**config.mk**
```make
export PLATFORM = sky130hd
export DESIGN_NAME = exec_unit
export DESIGN_NICKNAME = d
export VERILOG_FILES = /design/src/rtl/exec_unit.sv
export SDC_FILE = /design/constraint.sdc
export NUM_CORES = 2
export LEC_CHECK = 0
export ABC_AREA = 1
export CORE_ASPECT_RATIO = 0.7
export CORE_UTILIZATION = 50
export DETAILED_ROUTE_END_ITERATION = 8
export GPL_TIMING_DRIVEN = 0
export PLACE_DENSITY = 0.68
export SLEW_MARGIN = 10
export SYNTH_ARGS = -nofsm -noshare
export SYNTH_HDL_FRONTEND = slang
export SYNTH_SLANG_ARGS = --single-unit
```
**constraint.sdc**
```tcl
create_clock -name clk -period 15.04 [get_ports clk]
set_clock_uncertainty 0.15 [all_clocks]
set_input_delay 4.512 -clock clk [delete_from_list [all_inputs] [get_ports clk]]
set_output_delay 4.512 -clock clk [all_outputs]
set_load 0.03 [all_outputs]
```
**src/rtl/exec_unit.sv**
```systemverilog
// exec_unit: two-lane integer execution unit feeding a four-lane result bus.
//   Lane k non-MUL ops take one cycle and broadcast on CDB lane k.
//   Lane k MUL ops pass a three-stage pipeline and broadcast on CDB lane k+2.
//   Fixed lane mapping means up to four results per cycle with no arbitration.
// Ports:
//   clk, reset (async active-low), stop (global stall), flush (kill in-flight ops)
//   issue_valid[1:0] plus per-lane issue_rd/rs1_val/rs2_val/op/rob_tag
//   cdb_valid[3:0] plus per-lane cdb_tag/cdb_data/cdb_rob_tag
//   busy: any stage holds a valid op
module exec_unit (
    input  logic             clk,
    input  logic             reset,
    input  logic             stop,
    input  logic             flush,
    input  logic [1:0]       issue_valid,
    input  logic [1:0][7:0]  issue_rd,
    input  logic [1:0][31:0] issue_rs1_val,
    input  logic [1:0][31:0] issue_rs2_val,
    input  logic [1:0][3:0]  issue_op,
    input  logic [1:0][6:0]  issue_rob_tag,
    output logic [3:0]       cdb_valid,
    output logic [3:0][7:0]  cdb_tag,
    output logic [3:0][31:0] cdb_data,
    output logic [3:0][6:0]  cdb_rob_tag,
    output logic             busy
);

    localparam logic [3:0] OP_ADD  = 4'd0;
    localparam logic [3:0] OP_SUB  = 4'd1;
    localparam logic [3:0] OP_AND  = 4'd2;
    localparam logic [3:0] OP_OR   = 4'd3;
    localparam logic [3:0] OP_XOR  = 4'd4;
    localparam logic [3:0] OP_SLL  = 4'd5;
    localparam logic [3:0] OP_SRL  = 4'd6;
    localparam logic [3:0] OP_SRA  = 4'd7;
    localparam logic [3:0] OP_SLT  = 4'd8;
    localparam logic [3:0] OP_SLTU = 4'd9;
    localparam logic [3:0] OP_MUL  = 4'd10;

    // Per-lane state: ALU output register and three MUL stages.
    // Stage 1 holds operands, stage 2 the product, stage 3 the broadcast copy.
    typedef struct packed {
        logic        alu_vld;
        logic [31:0] alu_data;
        logic [7:0]  alu_rd;
        logic [6:0]  alu_rob;
        logic        m1_vld;
        logic [31:0] m1_a;
        logic [31:0] m1_b;
        logic [7:0]  m1_rd;
        logic [6:0]  m1_rob;
        logic        m2_vld;
        logic [31:0] m2_p;
        logic [7:0]  m2_rd;
        logic [6:0]  m2_rob;
        logic        m3_vld;
        logic [31:0] m3_p;
        logic [7:0]  m3_rd;
        logic [6:0]  m3_rob;
    } lane_t;

    lane_t [1:0] ln_q;
    lane_t [1:0] ln_d;

    // Single-cycle ALU; MUL never reaches here and reserved codes yield zero.
    function automatic logic [31:0] alu_calc(input logic [3:0]  op,
                                             input logic [31:0] a,
                                             input logic [31:0] b);
        logic [31:0] r;
        case (op)
            OP_ADD:  r = a + b;
            OP_SUB:  r = a - b;
            OP_AND:  r = a & b;
            OP_OR:   r = a | b;
            OP_XOR:  r = a ^ b;
            OP_SLL:  r = a << b[4:0];
            OP_SRL:  r = a >> b[4:0];
            OP_SRA:  r = $unsigned($signed(a) >>> b[4:0]);
            OP_SLT:  r = {31'd0, ($signed(a) < $signed(b))};
            OP_SLTU: r = {31'd0, (a < b)};
            default: r = 32'h0000_0000;
        endcase
        return r;
    endfunction

    // Next-state: flush clears valids (even under stop), stop freezes, else advance.
    always_comb begin
        ln_d = ln_q;
        if (flush) begin
            for (int k = 0; k < 2; k++) begin
                ln_d[k].alu_vld = 1'b0;
                ln_d[k].m1_vld  = 1'b0;
                ln_d[k].m2_vld  = 1'b0;
                ln_d[k].m3_vld  = 1'b0;
            end
        end else if (!stop) begin
            for (int k = 0; k < 2; k++) begin
                ln_d[k].alu_vld  = issue_valid[k] && (issue_op[k] != OP_MUL);
                ln_d[k].alu_data = alu_calc(issue_op[k], issue_rs1_val[k], issue_rs2_val[k]);
                ln_d[k].alu_rd   = issue_rd[k];
                ln_d[k].alu_rob  = issue_rob_tag[k];
                ln_d[k].m1_vld   = issue_valid[k] && (issue_op[k] == OP_MUL);
                ln_d[k].m1_a     = issue_rs1_val[k];
                ln_d[k].m1_b     = issue_rs2_val[k];
                ln_d[k].m1_rd    = issue_rd[k];
                ln_d[k].m1_rob   = issue_rob_tag[k];
                ln_d[k].m2_vld   = ln_q[k].m1_vld;
                ln_d[k].m2_p     = ln_q[k].m1_a * ln_q[k].m1_b;
                ln_d[k].m2_rd    = ln_q[k].m1_rd;
                ln_d[k].m2_rob   = ln_q[k].m1_rob;
                ln_d[k].m3_vld   = ln_q[k].m2_vld;
                ln_d[k].m3_p     = ln_q[k].m2_p;
                ln_d[k].m3_rd    = ln_q[k].m2_rd;
                ln_d[k].m3_rob   = ln_q[k].m2_rob;
            end
        end else begin
            ln_d = ln_q;
        end
    end

    // Pipeline state register with asynchronous clear.
    always_ff @(posedge clk or negedge reset) begin
        if (!reset) begin
            ln_q <= '0;
        end else begin
            ln_q <= ln_d;
        end
    end

    // CDB drive: valids gated by stop so a frozen result broadcasts only once it moves on.
    always_comb begin
        cdb_valid   = 4'b0000;
        cdb_tag     = '0;
        cdb_data    = '0;
        cdb_rob_tag = '0;
        busy        = 1'b0;
        for (int k = 0; k < 2; k++) begin
            cdb_valid[k]     = ln_q[k].alu_vld & ~stop;
            cdb_tag[k]       = ln_q[k].alu_rd;
            cdb_data[k]      = ln_q[k].alu_data;
            cdb_rob_tag[k]   = ln_q[k].alu_rob;
            cdb_valid[k+2]   = ln_q[k].m3_vld & ~stop;
            cdb_tag[k+2]     = ln_q[k].m3_rd;
            cdb_data[k+2]    = ln_q[k].m3_p;
            cdb_rob_tag[k+2] = ln_q[k].m3_rob;
            busy = busy | ln_q[k].alu_vld | ln_q[k].m1_vld | ln_q[k].m2_vld | ln_q[k].m3_vld;
        end
    end

endmodule

```
Yosys cells after proc, flatten, opt, wreduce, memory -nomap -nowiden

Index checks and enable logic that the tools add are counted.

Equality and inequality tests: 23
$lt $le $gt $ge: 4
Multipliers: 2
Reduce and logical (&&, ||, !) cells: 7
Bitwise logic cells: 19
Add/subtract/negate cells: 4
Shift operators: 6
Muxes and demuxes: 11

Operators by type and width:

| cell               | number |
|---|---|
| $pmux 32 s10       | 2 |
| $mux 448           | 1 |
| $lt 32x32->1       | 4 |
| $add 32x32->32     | 2 |
| $and 32x32->32     | 2 |
| $mul 32x32->32     | 2 |
| $or 32x32->32      | 2 |
| $shl 32x5->32      | 2 |
| $shr 32x5->32      | 2 |
| $sshr 32x5->32     | 2 |
| $sub 32x32->32     | 2 |
| $xor 32x32->32     | 2 |
| $eq 4x3->1 const B | 8 |
| $eq 4x4->1 const B | 6 |
| $eq 4x2->1 const B | 4 |
| $eq 4x1->1 const B | 2 |
| $logic_not 4->1    | 2 |
| $mux 1             | 8 |
| $ne 4x4->1 const B | 2 |
| $or 1x1->1         | 7 |
| $and 1x1->1        | 4 |
| $logic_and 1x1->1  | 4 |
| $ne 2x1->1 const B | 1 |
| $not 1->1          | 2 |
| $reduce_and 2->1   | 1 |

Input bits: 172
Bits in registers: 418
Output and inout port bits: 193
Word-level logic and storage cells: 106

Depth between registers and ports, before layout

Word-level depth: 7
Gate-level depth with buffers: 37
Mapped depth without buffers: 35

Worst setup path after synthesis

Ideal clock, no wire load.

Kind: input -> output
From: input stop
To: output cdb_valid[0]
Stages: 1
Arrival time: 4.925 ns
Setup slack: 5.453 ns
Cell sequence: nor2_1

Longest elaborated chain between the ends: 2

RTL lines:

| element             | RTL line | text |
|---|---|---|
| start: declaration  | 13       | `input logic stop,` |
| $not 1->1 (no line) | n/a      |  |
| $and 1x1->1         | 138      | `cdb_valid[k] = ln_q[k].alu_vld & ~stop;` |
| end: declaration    | 21       | `output logic [3:0] cdb_valid,` |

No other way between the ends.

Worst setup path after layout

From: input stop
To: output cdb_valid[2]

Longest elaborated chain between the ends: 2

RTL lines:

| element             | RTL line | text |
|---|---|---|
| $not 1->1 (no line) | n/a      |  |
| $and 1x1->1         | 142      | `cdb_valid[k+2] = ln_q[k].m3_vld & ~stop;` |

No other way between the ends.

==> impl_metrics.tcl <==
set metrics [dict create \
    grt_usage_pct 47.2 \
    synth_area_leaders "fa_1 24%, nand2_1 18%, dfrtp_1 15%" \
    coreArea_mm2 0.134 \
    slowest_stage "clkdlybuf4s50_1" \
    die_w_um 444 \
    cts_sinks 418 \
    hold_viol 0 \
    ios 365 \
    crit_top_cell "clkdlybuf4s50_1" \
    syn_area_mm2 0.0682 \
    num_vias 71918 \
    ys.flop_type "dfrtp_1" \
    top_layer_used "met5" \
    gp_congestion 1.11 \
    dr.pass1.iters 7 \
    finalNetCount 11739 \
    rows 112 \
    met2WireLength_um 125000 \
    cts_made_buffers 45 \
    hp-class "flop to flop" \
    cts_max_level 2 \
    final_core_util_pct 56.4 \
    drt_iter0_drc 10573 \
    grt_max_degree 114 \
    drcViolationCount 0 \
    fin_crit_ns 10.56 \
    dp_hpwl_um 277000 \
    end_kind "output pin" \
    synth.distinct_cells 68 \
    clockBufferDepth 3 \
    clock_latency_ns 0.66 \
    worst_slack_ns 4.48 \
    cts_root_buffer "clkbuf_16" \
    start_util_pct 50.8 \
    via_per_inst 5.93 \
    yosysTopAreaCell "fa_1" \
    overflow 0 \
    arrival_ns 5.90 \
    cpLargestDelayFamily "buffers and inverters" \
    drv_cap 0 \
    crit_fanout 6 \
    synth_top_area_share_pct 24.1 \
    cts_tree "built" \
    crit_type "input port to output pin" \
    grt_pass1_wl_um 474000 \
    ys_async_sr_fraction_pct 100 \
    layout-drive-gt1-share_pct 5.38 \
    fin_crit_sh_pct 70.2 \
    synth_commonest_cells "3202 x nand2_1, 1934 x inv_1, 820 x fa_1, 486 x o21ai_0, 440 x ha_1" \
    outcome "completed" \
    start_kind "input port" \
    ant_nets 0 \
    crit_chain "clkdlybuf4s50_1 > nor2_1 > clkdlybuf4s50_1" \
    route.final.wire_length_um 331000 \
    slew_violations 0 \
    worst_ep_required_time_ns 10.38 \
    die-area_mm2 0.138 \
    max_stage_delay_ns 0.70 \
    postCtsSetupBuffers 0 \
    wl_met1_um 134000 \
    syn_avg_cell_area_um2 6.90 \
    yosysMostFrequentCell "nand2_1" \
    ys_seq_area_share_pct 15.3 \
    fillCellCount 12296 \
    setup_viol 0 \
    clk_pin_slew_ns 0.06 \
    ctsResizeCount 0 \
    portBuffers 364 \
    grt_pass1_vias 70418 \
    ys.warnings.count 0 \
    pre_cts_ws_ns 4.51 \
    ys_ff_latch 418 \
    slew_headroom_pct 4.48 \
    syn_inst 9891 \
    postCtsHoldBufs 0 \
    cp_num_buf_inv 2 \
    synthToLayoutAreaGrowth_pct 11.1 \
    synth_edf_count 0 \
    wl_met3_um 52800 \
    rsz0062_at_grt "no" \
    antenna_found_initial 23 \
    synth.net_count 11323 \
    fmax_mhz 94.7 \
    worstMarginPinSlew_ns 1.43 \
    post_drt_wl_per_cell_um 27.3 \
    die_h_um 311 \
]
-- layout make-up --
cell class,instances,area [µm²],area share (%)
Clock inverter,21,317,0.418
Sequential cell,418,10500,13.8
Inverter,1988,7460,9.85
Tap cell,1767,2210,2.92
Multi-Input combinational cell,6822,46800,61.7
Antenna cell,11,27.5,0.0363
Timing Repair Buffer,369,3770,4.98
Clock buffer,59,1230,1.62
Buffer,663,3520,4.65
-- state kept, by name, summed over array words and instances, names as in the netlist --
register / cells
cdb_tag: 16
cdb_data: 128
ln_q: 260
cdb_rob_tag: 14
-- final timing paths --
| kind | startpoint | end | slack [ns] | depth (start not counted) |
|---|---|---|---|---|
| max | stop | cdb_valid[2] | 4.48 | 3 |
| min | ln_q[279]$_DFFE_PN0P_ | ln_q[279]$_DFFE_PN0P_ | 0.33 | 2 |
| max reg2reg | ln_q[371]$_DFFE_PN0P_ | ln_q[318]$_DFFE_PN0P_ | 6.03 | 24 |
| min reg2reg | ln_q[279]$_DFFE_PN0P_ | ln_q[279]$_DFFE_PN0P_ | 0.33 | 2 |
| max in group asynchronous | reset | cdb_data[58]$_DFFE_PN0P_ | 8.96 | 5 |
| min in group asynchronous | reset | cdb_tag[19]$_DFFE_PN0P_ | 3.72 | 2 |
-- stage by stage --
step | TNS, ns | cells | hold slack (ns) | area [µm²]
floorplan | 0 | 9891 | 0.292 | 68200
global placement | -3576.77 | 12022 | 0.303 | 74100
detailed placement | 0 | 12027 | 0.309 | 74200
CTS | 0 | 12107 | 0.322 | 75800
global route | 0 | 12109 | 0.336 | 75800
finish | 0 | 12118 | 0.325 | 75800
-- metal layers --
layer,vias to the layer above,GRT usage (%)
li1,30651,-
met1,34785,66.2
met2,5515,62.8
met3,957,19.2
met4,10,20.9
met5,-,0
-- cell usage in the layout, fill, tap and decap left out, types with 20 or more instances in the layout --
master	synthesis	layout
a21o_1	21	21
a21oi_1	334	334
a31oi_1	21	21
buf_1	56	56
buf_2	108	108
buf_4	207	207
clkbuf_1	273	282
clkbuf_16	0	45
clkdlybuf4s50_1	0	363
dfrtp_1	418	418
fa_1	820	820
ha_1	440	440
inv_1	1934	1934
inv_2	50	50
mux2i_1	30	30
nand2_1	3202	3202
nand3_1	369	369
nand4_1	63	63
nor2_1	386	386
nor3_1	47	47
o211ai_1	53	53
o21a_1	27	27
o21ai_0	486	486
o21ai_1	170	170
o22ai_1	51	51
or2_2	20	20
xnor2_1	30	30
xor2_1	30	30
-- tightest hold or removal path, cell delays in order (launching register included) --
cell and delay [ns]:
dfrtp_1 0.34, nand2_1 0.05, nand2_1 0.05
-- cells by family after synthesis --
logic type / Yosys count / share of synthesized area (%)
AO/OA/AOI/OAI: 1308 / 10.9
XOR/XNOR: 60 / 0.770
flip-flops: 418 / 15.3
buffers and inverters: 2651 / 16.1
AND/OR/NAND/NOR: 4164 / 24.4
adder cells (fa/ha/maj): 1260 / 32.1
multiplexers: 30 / 0.440
Power is not shown: default switching activity piles up to over one toggle a cycle in this logic, so the estimate is an artifact.
